[src/rtl/input_logic.sv]
// input_logic: front-panel input block that synchronizes switches, debounces ENTER/PEEK and hands captured words to the controller.
// Optional macro INPUT_DEBOUNCE_EN enables the DEB_CYCLES key debounce; without it keys are only synchronized and registered.
module input_logic #(
    parameter int DW         = 10,
    parameter int DEB_CYCLES = 500000
) (
    input  logic          CLK,
    input  logic          RSTb,
    input  logic [DW-1:0] SW,
    input  logic          KEY_ENTERb,
    input  logic          KEY_PEEKb,
    input  logic          ACCEPT,
    output logic [DW-1:0] DIN,
    output logic          EXTERN,
    output logic          PEEKb,
    output logic          BUSY
);

    typedef enum logic [1:0] {
        IDLE     = 2'd0,
        HOLD     = 2'd1,
        WAIT_REL = 2'd2
    } stateType;

    stateType      state;
    logic [DW-1:0] swSync1;
    logic [DW-1:0] swSync2;
    logic          enterSync1;
    logic          enterSync2;
    logic          peekSync1;
    logic          peekSync2;
    logic          enterStable;
    logic          peekStable;
    logic          enterPrev;
    logic          enterPress;
    logic          enterRelease;

    if (DEB_CYCLES < 2) begin : gDebCheck
        $error("input_logic: DEB_CYCLES must be at least 2");
    end

    // Two-flop synchronizers; keys reset to the released level so nothing looks pressed out of reset.
    always_ff @(posedge CLK) begin
        if (!RSTb) begin
            swSync1    <= '0;
            swSync2    <= '0;
            enterSync1 <= 1'b1;
            enterSync2 <= 1'b1;
            peekSync1  <= 1'b1;
            peekSync2  <= 1'b1;
        end else begin
            swSync1    <= SW;
            swSync2    <= swSync1;
            enterSync1 <= KEY_ENTERb;
            enterSync2 <= enterSync1;
            peekSync1  <= KEY_PEEKb;
            peekSync2  <= peekSync1;
        end
    end

`ifdef INPUT_DEBOUNCE_EN
    localparam int CW = $clog2(DEB_CYCLES);
    localparam logic [CW-1:0] DEB_LAST = CW'(DEB_CYCLES - 1);

    logic [CW-1:0] enterCount;
    logic [CW-1:0] peekCount;

    // A key level is accepted only after DEB_CYCLES consecutive cycles of disagreement with the current stable level.
    always_ff @(posedge CLK) begin
        if (!RSTb) begin
            enterCount  <= '0;
            peekCount   <= '0;
            enterStable <= 1'b1;
            peekStable  <= 1'b1;
        end else begin
            if (enterSync2 == enterStable) begin
                enterCount <= '0;
            end else if (enterCount == DEB_LAST) begin
                enterStable <= enterSync2;
                enterCount  <= '0;
            end else begin
                enterCount <= enterCount + CW'(1);
            end

            if (peekSync2 == peekStable) begin
                peekCount <= '0;
            end else if (peekCount == DEB_LAST) begin
                peekStable <= peekSync2;
                peekCount  <= '0;
            end else begin
                peekCount <= peekCount + CW'(1);
            end
        end
    end
`else
    always_ff @(posedge CLK) begin
        if (!RSTb) begin
            enterStable <= 1'b1;
            peekStable  <= 1'b1;
        end else begin
            enterStable <= enterSync2;
            peekStable  <= peekSync2;
        end
    end
`endif

    assign PEEKb        = peekStable;
    assign enterPress   = enterPrev & ~enterStable;
    assign enterRelease = ~enterPrev & enterStable;

    // Capture handshake: one word per press, held until ACCEPT, then wait for the key to come back up.
    always_ff @(posedge CLK) begin
        if (!RSTb) begin
            state     <= IDLE;
            DIN       <= '0;
            EXTERN    <= 1'b0;
            BUSY      <= 1'b0;
            enterPrev <= 1'b1;
        end else begin
            enterPrev <= enterStable;
            case (state)
                IDLE: begin
                    if (enterPress) begin
                        DIN    <= swSync2;
                        EXTERN <= 1'b1;
                        BUSY   <= 1'b1;
                        state  <= HOLD;
                    end
                end
                HOLD: begin
                    if (ACCEPT) begin
                        EXTERN <= 1'b0;
                        if (enterStable) begin
                            state <= IDLE;
                            BUSY  <= 1'b0;
                        end else begin
                            state <= WAIT_REL;
                        end
                    end
                end
                WAIT_REL: begin
                    if (enterRelease) begin
                        state <= IDLE;
                        BUSY  <= 1'b0;
                    end
                end
                default: begin
                    state  <= IDLE;
                    EXTERN <= 1'b0;
                    BUSY   <= 1'b0;
                end
            endcase
        end
    end

endmodule

[config.mk]
export PLATFORM = sky130hd
export DESIGN_NAME = input_logic
export DESIGN_NICKNAME = d
export VERILOG_FILES = /design/src/rtl/input_logic.sv
export SDC_FILE = /design/constraint.sdc
export NUM_CORES = 1
export LEC_CHECK = 0
export ABC_AREA = 0
export CAP_MARGIN = 20
export CORE_ASPECT_RATIO = 1.75
export CORE_MARGIN = 2
export CORE_UTILIZATION = 48
export CTS_CLUSTER_DIAMETER = 30
export CTS_CLUSTER_SIZE = 12
export DETAILED_ROUTE_END_ITERATION = 10
export PLACE_DENSITY = 0.76
export REMOVE_ABC_BUFFERS = 1
export SYNTH_ARGS = -nofsm -noshare
export SYNTH_HDL_FRONTEND = slang
export SYNTH_SLANG_ARGS = --single-unit
[constraint.sdc]
create_clock -name CLK -period 1.7 [get_ports CLK]
set_clock_uncertainty 0.05 [all_clocks]
set_input_delay 0.255 -clock CLK [delete_from_list [all_inputs] [get_ports CLK]]
set_output_delay 0.255 -clock CLK [all_outputs]
set_load 0.01 [all_outputs]
==> impl_metrics.csv <==
group,metric,value,unit
timing,setup_viol,0,
critical_path,r2r-start,"state[1]",
cts,cts_setup_buffers,0,
cts,path_clk_slew,0.07,ns
timing,setup-tns-final,0,ns
synthesis,synth_top_family_by_area,"simple AND/OR/NAND/NOR gates",
synthesis,async_flop_share,0,%
synthesis,synth_common_cells,"41 x dfxtp_1, 20 x and2_1, 20 x nand2_1",
global_routing,grt_pass1_wl,3.46,mm
placement,io_buffers,27,
synthesis,synth-seq-cells,41,
detailed_routing,vias_per_cell,4.84,
placement,place.gp.congestion,0.704,
cts,clk_path_buf_depth,2,
cts,htreeDepth,2,
timing,layout_min_cycle_time,1.52,ns
cts,cts_tree,"yes",
detailed_routing,routed_wl,2.03,mm
pwr,p_leak,0.650,nW
critical_path,worstPathRequired,1.39,ns
synthesis,yosys-top-cells-area,"dfxtp_1 64%, and2_1 9.8%, nand2_1 5.9%",
pwr,power_switching,0.369,mW
synthesis,yosysMostFrequentCell,"dfxtp_1",
global_routing,grt_pass1_vias,872,
run,cap_violations,0,
timing,slew-limit-headroom,71.6,%
cts,cts.sinks,41,
pwr,finalPower,2.01,mW
critical_path,cp-endpoint,"BUSY",
critical_path,worstPathCellList,"clkdlybuf4s50_1",
timing,fin_crit_sh,89.3,%
synthesis,ys_seq_area_share,64.1,%
detailed_routing,wl_per_cell,11.1,µm
synthesis,synth_mux_area_share,0,%
detailed_routing,postRouteAntennaNets,0,
timing,hold_slack,0.360,ns
placement,dp_cells,175,
cts,clk_latency,0.30,ns
die,dieWidth,43.0,µm
global_routing,met1_usage,14.1,%
cells_and_area,nNetsFinal,171,
synthesis,netlist_area,0.00128,mm²
detailed_routing,num_vias,886,
critical_path,critical_path_depth,1,
global_routing,grt_usage,15.2,%
die,rows,24,
critical_path,crit_path_end_kind,"output pin",
detailed_routing,remaining_drc_errors,0,
cts,post_cts_resized,0,
detailed_routing,dr.pass1.iters,4,
critical_path,crit_fanout,4,
critical_path,critical_path.n_buffers_inverters,1,
cells_and_area,antenna_cells,0,
critical_path,r2r_slack,0.19,ns
placement,hpwlAfterDp,1.41,mm
pwr,p_per_area,1180,mW/mm²
die,die_h,72.3,µm
global_routing,grt_overflow,0,
synthesis,synth_compound_area_share,6.45,%
pwr,peakVddDrop,0.726,mV
timing,slew_violations,0,
die,start_util,50.7,%
synthesis,synth_xor_area_share,0,%
worst_hold_path,hold_class,"reg2reg",
pwr,pwr-share-seq,50.1,%
critical_path,cp.arrival,1.21,ns
global_routing,met2_usage,25.9,%
critical_path,r2r-end,"DIN[8]",
cells_and_area,drive_gt1_share,8.92,%
critical_path,critical-path-top-delay-family,"buffers and inverters",
pwr,intPower,1.64,mW
global_routing,grt_max_degree,16,
cts,holdBufCountCts,0,
cells_and_area,area_growth,33.2,%
die,core_area,0.00252,mm²
cts,cts_made_buffers,5,
pwr,p_sw_share,18.3,%
synthesis,synth-simple-area-share,26.2,%
global_routing,top_usage_layer,"met2",
pwr,power.clock.fraction,44.9,%
detailed_routing,drtIter0Drc,7,
synthesis,ys_types,20,
critical_path,cpPeakStageDelay,0.55,ns
global_routing,grtUsageMet3,4.48,%
timing,rsz0062_at_grt,"false",
timing,hold_viol_final,0,
synthesis,syn-mean-instance-area,10.3,µm²
critical_path,crit_type,"reg2out",
timing,tightest_slew,0.426,ns
critical_path,crit_path_start_kind,"flip-flop",
global_routing,grt_antenna_before_repair,0,
critical_path,slowest_stage,"clkdlybuf4s50_1",
critical_path,critPathLaunch,"BUSY",
critical_path,reg2regPathDepth,3,
synthesis,yosys_warnings,0,
synthesis,synth_top_area_share,64.1,%
cells_and_area,instances_no_fill,183,
pwr,combPwrFrac,5.0,%
timing,max_freq,659,MHz
synthesis,syn-instance-count,124,
synthesis,synth_edf_count,0,
cts,root_buffer,"clkbuf_8",
die,num_io_pins,28,
die,die-area,0.00311,mm²
synthesis,synth-main-ff-cell,"dfxtp_1",
outcome,status,"complete, no violations",
synthesis,synthAdderAreaFrac,0,%
synthesis,synth_top_area_cell,"dfxtp_1",
## state kept, by name, summed over array words and instances, names as in the netlist
register	cells
swSync2	10
PEEKb	1
enterSync1	1
enterSync2	1
state	2
EXTERN	1
BUSY	1
DIN	10
peekSync1	1
peekSync2	1
enterStable	1
swSync1	10
enterPrev	1
## routing by layer
layer / share of wire [%] / up-vias / wire [µm]
met3: 5.1 / 8 / 104
met2: 53 / 25 / 1080
met1: 38 / 396 / 763
met4: 3.9 / 0 / 79
met5: 0 / - / 0
li1: - / 457 / -
## cells by family (layout without fill, tap and decap cells)
logic type / after synthesis / in the layout
simple gates: 60 / 60
flops: 41 / 41
compound gates: 16 / 16
buf+inv: 7 / 40
## through the flow
stage / worst slack, ns / cell area [µm²] / utilization [%]
after global placement: 0.261 / 1570 / 62.3
after CTS: 0.170 / 1710 / 67.6
final: 0.182 / 1710 / 67.6
after floorplan: 0.337 / 1250 / -
after detailed placement: 0.206 / 1570 / 62.3
after global routing: 0.115 / 1710 / 67.6
## final cells by class
type / instances / area [µm²]
clock buffer: 5 / 68.8
clock inverter: 3 / 65.1
fill: 215 / 817
inverter: 2 / 7.51
multi-input combinational: 76 / 418
sequential: 41 / 821
tap: 26 / 32.5
timing repair buffer: 30 / 293
## worst min-delay path by stage
stage	startpoint	endpoint	slack [ns]	depth (start not counted)
global placement	enterSync2	enterStable	0.34	1
floorplan	RSTb	PEEKb	0.28	1
CTS	enterSync1	enterSync2	0.37	1
global route	peekSync2	PEEKb	0.38	1
detailed placement	enterSync1	enterSync2	0.35	1
finish	peekSync2	PEEKb	0.36	1
## layout by cell type, fill, tap and decap left out
master / synthesis / routed
dfxtp_1: 41 / 41
and2_1: 20 / 20
nand2b_1: 8 / 8
or4b_1: 1 / 1
a31oi_1: 2 / 2
buf_4: 2 / 3
a21oi_1: 12 / 12
nor2_1: 3 / 3
clkbuf_8: 0 / 5
nand3b_1: 1 / 1
nor2b_1: 2 / 2
bufinv_16: 0 / 2
nand2_1: 20 / 20
nor3_1: 1 / 1
clkinv_2: 0 / 1
nand2_2: 1 / 1
o21ai_0: 2 / 2
clkdlybuf4s50_1: 0 / 27
and4bb_2: 1 / 1
nor4b_2: 1 / 1
nand3_1: 1 / 1
inv_1: 2 / 2
## power by group through the flow
| stage | Combinational [mW] | Clock (mW) | Sequential (mW) |
|---|---|---|---|
| floorplan | 0.0362 | 0 | 1.03 |
| global placement | 0.0975 | 0 | 1.03 |
| detailed placement | 0.102 | 0 | 1.03 |
| CTS | 0.103 | 0.922 | 1.01 |
| global route | 0.113 | 0.958 | 1.01 |
| finish | 0.101 | 0.902 | 1.01 |
No activity file was read; power rests on OpenSTA's default activity.
==> patch 1, RTL diff (same flow settings) <==
The option `INPUT_DEBOUNCE_EN` is turned on by a define.
--- a/src/rtl/input_logic.sv
+++ b/src/rtl/input_logic.sv
@@ -2,2 +2,4 @@
 // Optional macro INPUT_DEBOUNCE_EN enables the DEB_CYCLES key debounce; without it keys are only synchronized and registered.
+`define INPUT_DEBOUNCE_EN
+
 module input_logic #(
Behaviour: not the same (a bounded check fails within 4 cycles, from zero or initial values and one cycle with RSTb low).
==> patch 1 against the original RTL <==
  * The run now ends with setup timing left
  * Design area is 120% higher
  * Via count rose to 2.6 times the old value
  * Routed wire length grew to 2.8 times the old value
  * Sequential cell count up 38
  * Cell count grew to 2.5 times the old value
  * Worst setup slack worse by 220 ps
  * First-iteration DRC count rose to 13 times the old value
  * Die area grew 130%
  * Sequential power rose by 86%
  * Critical path depth is 4 higher
  * Total power grew 60%
  * Synthesized area is 140% higher
  * Count of clock-buffer cells in the layout is 4 higher
==> patch 1: results (changes against the original RTL) <==
Status
  • Status: finished, violations left
  • Failing checks: setup timing

Routing
  • Drt wl/cell: 12.5 µm (+13%)
  • Via-to-Cell Ratio: 5.06 (+4.5%)
  • WL final: 5.76 mm (+180%)
  • DRT iter0 DRCs: 89 (+82)

Hold path
  • Hold Path Origin: enterSync1$_SDFF_PN1_
  • Worst hold path class: reg2reg
  • Worst Hold End: enterSync2$_SDFF_PN1_

Worst setup path
  • Critical Path AT: 1930 ps (+720 ps)
  • R2R setup slack: -30 ps (-220 ps)
  • FF-to-FF End: peekCount[12]$_SDFF_PP0_
  • CP startpoint: peekCount[9]$_SDFF_PP0_
  • CP max FO: 17 (+13)
  • Cells on worst reg2reg path: 5 (+2)

Finish
  • # nets final: 392 (+130%)
  • Fillers: 527 (+150%)
  • Layout cells sized above 1: 0.145 (+0.0556)
  • Top flop regs: enterCount x19, peekCount x19

STA
  • Worst Max-Slew Pin Slew: 496 ps (+70.0 ps)
  • Hold WS: 362 ps (+2.59 ps)
  • Setup violations, final: 17 (+17)
  • Final worst setup slack: -34.7 ps (-216 ps)
  • TNS Setup: -474 ps (-474 ps)

Clock tree
  • Root Buffer: clkbuf_8
  • Clock Path Buffers: 2 (unchanged)
  • Setup Fix Bufs, Post-CTS: 0 (unchanged)
  • TritonCTS buffer count: 9 (+4)
  • H-tree depth: 3 (+1)
  • Worst-Skew Late Latency: 350 ps (+50 ps)

GRT
  • Vias in the first global route: 2277 (+160%)
  • First-pass GRT wire length: 9.74 mm (+180%)
  • Largest net degree at the start of global routing: 19 (+3)
  • Total GRT Usage: 0.180 (+0.0279)
  • Antenna violations before repair: 0 (unchanged)

Synth
  • Multiplexer share of the synthesized area: 0.00371 (+0.00371)
  • Synth cell count leaders: dfxtp_1 (79), nor2_1 (42), nand2_1 (33)
  • Synth Area in Adders: 0.00823 (+0.00823)
  • Post-synthesis cell type count: 42 (+110%)
  • Post-Synth XOR/XNOR Area: 0.0922 (+0.0922)
  • Synth Area in Compound Gates: 0.0667 (+0.00218)
  • Dominant cells by area after synthesis: dfxtp_1 (52%), xnor2_1 (6.1%), nor2_1 (5.2%), and2_1 (4.7%), nand2_1 (4.1%)
  • Fraction of the yosys area taken by sequential cells: 0.520 (-0.121)
  • Avg Inst Size Synth: 9.41 µm² (-8.8%)

Place
  • Post-DP HPWL: 4.09 mm (+190%)
  • Placer Congestion: 0.800 (+14%)
  • PortBufs: 27 (unchanged)
  • Placed cell count: 444 (+150%)

Pwr
  • Net Sw Power: 0.741 mW (+100%)
  • Flop pwr share: 0.585 (+0.084)
  • Clock share of power: 0.387 (-0.062)
  • Clk pwr: 1.24 mW (+37%)
  • VDD IR-drop max: 0.576 mV (-21%)
  • Leakage: 1.27 nW (+95%)
patch 1: how the worst max path moves through the flow:
stage,end,slack (ps),cells after the start
after floorplan,enterCount[18]$_SDFF_PP0_,-70,5
after global placement,peekCount[5]$_SDFF_PP0_,10,5
after detailed placement,peekCount[13]$_SDFF_PP0_,-30,5
after CTS,peekCount[7]$_SDFF_PP0_,-30,5
after global routing,peekCount[12]$_SDFF_PP0_,-90,5
final,peekCount[12]$_SDFF_PP0_,-30,5
patch 1: final cells by class:
cell class / instances / share of cell area
Clock buffer: 9 / 0.0329
Clock inverter: 7 / 0.0139
Inverter: 8 / 0.00797
Multi-Input combinational cell: 227 / 0.373
Sequential cell: 79 / 0.421
Tap cell: 80 / 0.0266
Timing Repair Buffer: 50 / 0.124
patch 1: timing repair:
| item | in CTS | in global routing |
|---|---|---|
| gates resized for setup | 4 | 5 |
| endpoints found under the setup margin | 19 | 19 |
| pin swaps | 0 | 1 |
patch 1: cell families after synthesis:
| family | after synthesis |
|---|---|
| and+or+nand+nor | 165 |
| DFF | 79 |
| xor gates and xnor gates | 32 |
| AOI/OAI and AO/OA | 27 |
| buffers and inverters | 17 |
| adders and majority gates | 2 |
| muxes | 1 |
patch 1: routing by layer:
metal,share of wire,vias up,GRT usage
met5,0,-,0
met2,0.54,32,0.318
li1,-,1203,-
met1,0.40,1076,0.182
met4,0.034,0,0.131
met3,0.026,17,0.0444
patch 1: stage by stage:
stage,setup slack [ps],cell area [µm²]
4_1_cts,-27.2,3750
2_1_floorplan,-68.2,3000
3_5_place_dp,-29.3,3560
3_3_place_gp,9.86,3560
6_report,-34.7,3770
5_1_grt,-93.5,3770
patch 1: worst max-delay path, cell delays in order (launching register included):
cell and delay (ps):
dfxtp_2 330, or4b_4 530, or3_4 370, o21bai_4 140, buf_12 160, nor2_1 50
==> patch 2, RTL diff (same flow settings) <==
Made on the original files. Add an input register stage for `SW`, `KEY_ENTERb`, `KEY_PEEKb` and `ACCEPT`, without a reset; this delays them by one clock.
--- a/src/rtl/input_logic.sv
+++ b/src/rtl/input_logic.sv
@@ -23,2 +23,14 @@
     } stateType;
+
+    logic [DW-1:0] SW_q;
+    logic KEY_ENTERb_q;
+    logic KEY_PEEKb_q;
+    logic ACCEPT_q;
+
+    always_ff @(posedge CLK) begin
+        SW_q         <= SW;
+        KEY_ENTERb_q <= KEY_ENTERb;
+        KEY_PEEKb_q  <= KEY_PEEKb;
+        ACCEPT_q     <= ACCEPT;
+    end
 
@@ -51,7 +63,7 @@
         end else begin
-            swSync1    <= SW;
+            swSync1    <= SW_q;
             swSync2    <= swSync1;
-            enterSync1 <= KEY_ENTERb;
+            enterSync1 <= KEY_ENTERb_q;
             enterSync2 <= enterSync1;
-            peekSync1  <= KEY_PEEKb;
+            peekSync1  <= KEY_PEEKb_q;
             peekSync2  <= peekSync1;
@@ -130,3 +142,3 @@
                 HOLD: begin
-                    if (ACCEPT) begin
+                    if (ACCEPT_q) begin
                         EXTERN <= 1'b0;
Formal check against the unedited RTL: not equivalent (a bounded check fails within 4 cycles, from zero or initial values and one cycle with RSTb low).
==> patch 2 against the original RTL <==
  * Design area rose by 14%
  * Via count grew 10%
  * Worst setup slack got worse by 28 ps
  * Sequential cell count is 13 higher
  * Critical path depth stayed put
  * Total power grew 6.2%
  * Fmax fell by 1.8%
  * Routed wire length is 9.8% higher
  * Synthesized area rose by 20%
==> patch 2: results (changes against the original RTL) <==
GRT
  • Vias in the first global route: 979 (+12%)
  • Antenna violations before repair: 0 (unchanged)
  • Total GRT Usage: 0.143 (-0.00956)
  • Largest net degree at the start of global routing: 21 (+5)
  • First-pass GRT wire length: 3.86 mm (+11%)

STA
  • Hold WS: 342 ps (-17.9 ps)
  • Worst Max-Slew Pin Slew: 406 ps (-19.8 ps)

Worst setup path
  • R2R setup slack: 150 ps (-40 ps)
  • Critical Path AT: 1240 ps (+30 ps)
  • Slowest cell on crit path: clkdlybuf4s50_1
  • CP max FO: 4 (unchanged)
  • CP peak stage delay: 550 ps (about the same)
  • FF-to-FF Start: state[1]$_SDFFE_PN0P_
  • FF-to-FF End: DIN[1]$_SDFFE_PN0P_
  • Family with the most delay on the worst path: buffers and inverters

Pwr
  • Net Sw Frac: 0.201 (+0.0173)
  • Leakage: 0.733 nW (+13%)
  • VDD IR-drop max: 0.899 mV (+24%)

Routing
  • Via-to-Cell Ratio: 4.62 (-4.6%)
  • Drt wl/cell: 10.5 µm (-5.2%)
  • DRT iter0 DRCs: 11 (+4)
  • First-pass DRT Iterations: 4 (unchanged)

Clock tree
  • TritonCTS buffer count: 5 (unchanged)
  • Clock Path Buffers: 2 (unchanged)
  • CTS clk-pin slew, worst paths: 90 ps (+20 ps)
  • Root Buffer: clkbuf_8
  • H-tree depth: 2 (unchanged)
  • Post-CTS Hold Buffers: 0 (unchanged)
  • Setup Fix Bufs, Post-CTS: 0 (unchanged)
  • Worst-Skew Late Latency: 300 ps (about the same)

Status
  • Status: complete, no violations

Finish
  • Fillers: 262 (+22%)
  • Antenna cells: 0 (unchanged)
  • Layout cells sized above 1: 0.0769 (-0.0122)
  • # nets final: 183 (+7.0%)

Synth
  • Synth cell count leaders: dfxtp_1 (54), and2_1 (20), nand2_1 (20)
  • Fraction of the yosys area taken by sequential cells: 0.702 (+0.0606)
  • Synthesis warning total: 0 (unchanged)
  • Asr flop ratio synth: 0 (unchanged)
  • Post-synthesis cell type count: 20 (unchanged)
  • Dominant cells by area after synthesis: dfxtp_1 (70%), and2_1 (8.1%), nand2_1 (4.9%), a21oi_1 (3.9%), nand2b_1 (3.2%)

Hold path
  • Worst hold path class: in2reg
  • Worst Hold End: SW_q[4]$_DFF_P_
  • Hold Path Origin: SW[4]

Place
  • Placer Congestion: 0.749 (+6.4%)
  • Post-DP HPWL: 1.55 mm (+9.7%)
  • DP Area: 1850 µm² (+17%)
  • Dpl ws: 208 ps (+1.73 ps)
==> patch 2: how the worst max path moves through the flow <==
stage,depth (start not counted),startpoint,endpoint,slack (ps)
global route,3,state[1]$_SDFFE_PN0P_,DIN[9]$_SDFFE_PN0P_,90
CTS,1,BUSY$_SDFFE_PN0P_,BUSY,140
detailed placement,3,state[1]$_SDFFE_PN0P_,DIN[6]$_SDFFE_PN0P_,210
global placement,3,state[1]$_SDFFE_PN0P_,DIN[2]$_SDFFE_PN0P_,260
floorplan,3,state[1]$_SDFFE_PN0P_,DIN[0]$_SDFFE_PN0P_,340
finish,1,BUSY$_SDFFE_PN0P_,BUSY,150
==> patch 2: cell families (layout without fill, tap and decap cells) <==
kind of cell	count (synthesis)	after routing	synth area share
AO/OA/AOI/OAI	16	16	0.0536
buffers and inverters	7	39	0.0268
flip-flops	54	54	0.702
AND/OR/NAND/NOR	60	60	0.218
==> patch 2: area by class of cell <==
class,count,share of cell area
Multi-Input combinational cell,76,0.215
Clock buffer,6,0.0426
Inverter,2,0.00387
Clock inverter,2,0.00645
Timing Repair Buffer,29,0.147
Sequential cell,54,0.557
Tap cell,43,0.0277
==> patch 2: metal layers <==
layer / GRT usage / vias up / part of all wire
li1: - / 493 / -
met1: 0.151 / 439 / 0.36
met2: 0.237 / 38 / 0.54
met3: 0.0500 / 9 / 0.068
met4: 0.0722 / 0 / 0.027
met5: 0 / - / 0
==> patch 2: metrics by stage <==
| step | instances | util |
|---|---|---|
| 6_report | 212 | 0.624 |
| 2_1_floorplan | 132 | - |
| 4_1_cts | 212 | 0.624 |
| 3_5_place_dp | 204 | 0.594 |
| 5_1_grt | 212 | 0.624 |
| 3_3_place_gp | 204 | 0.594 |
==> patch 2: power by group through the flow <==
stage | sequential [mW] | combinational, mW | clock (mW)
final | 1.33 | 0.0997 | 0.702
after global routing | 1.34 | 0.112 | 0.773
after CTS | 1.33 | 0.100 | 0.725
after detailed placement | 1.36 | 0.100 | 0
after global placement | 1.36 | 0.0959 | 0
after floorplan | 1.36 | 0.0366 | 0
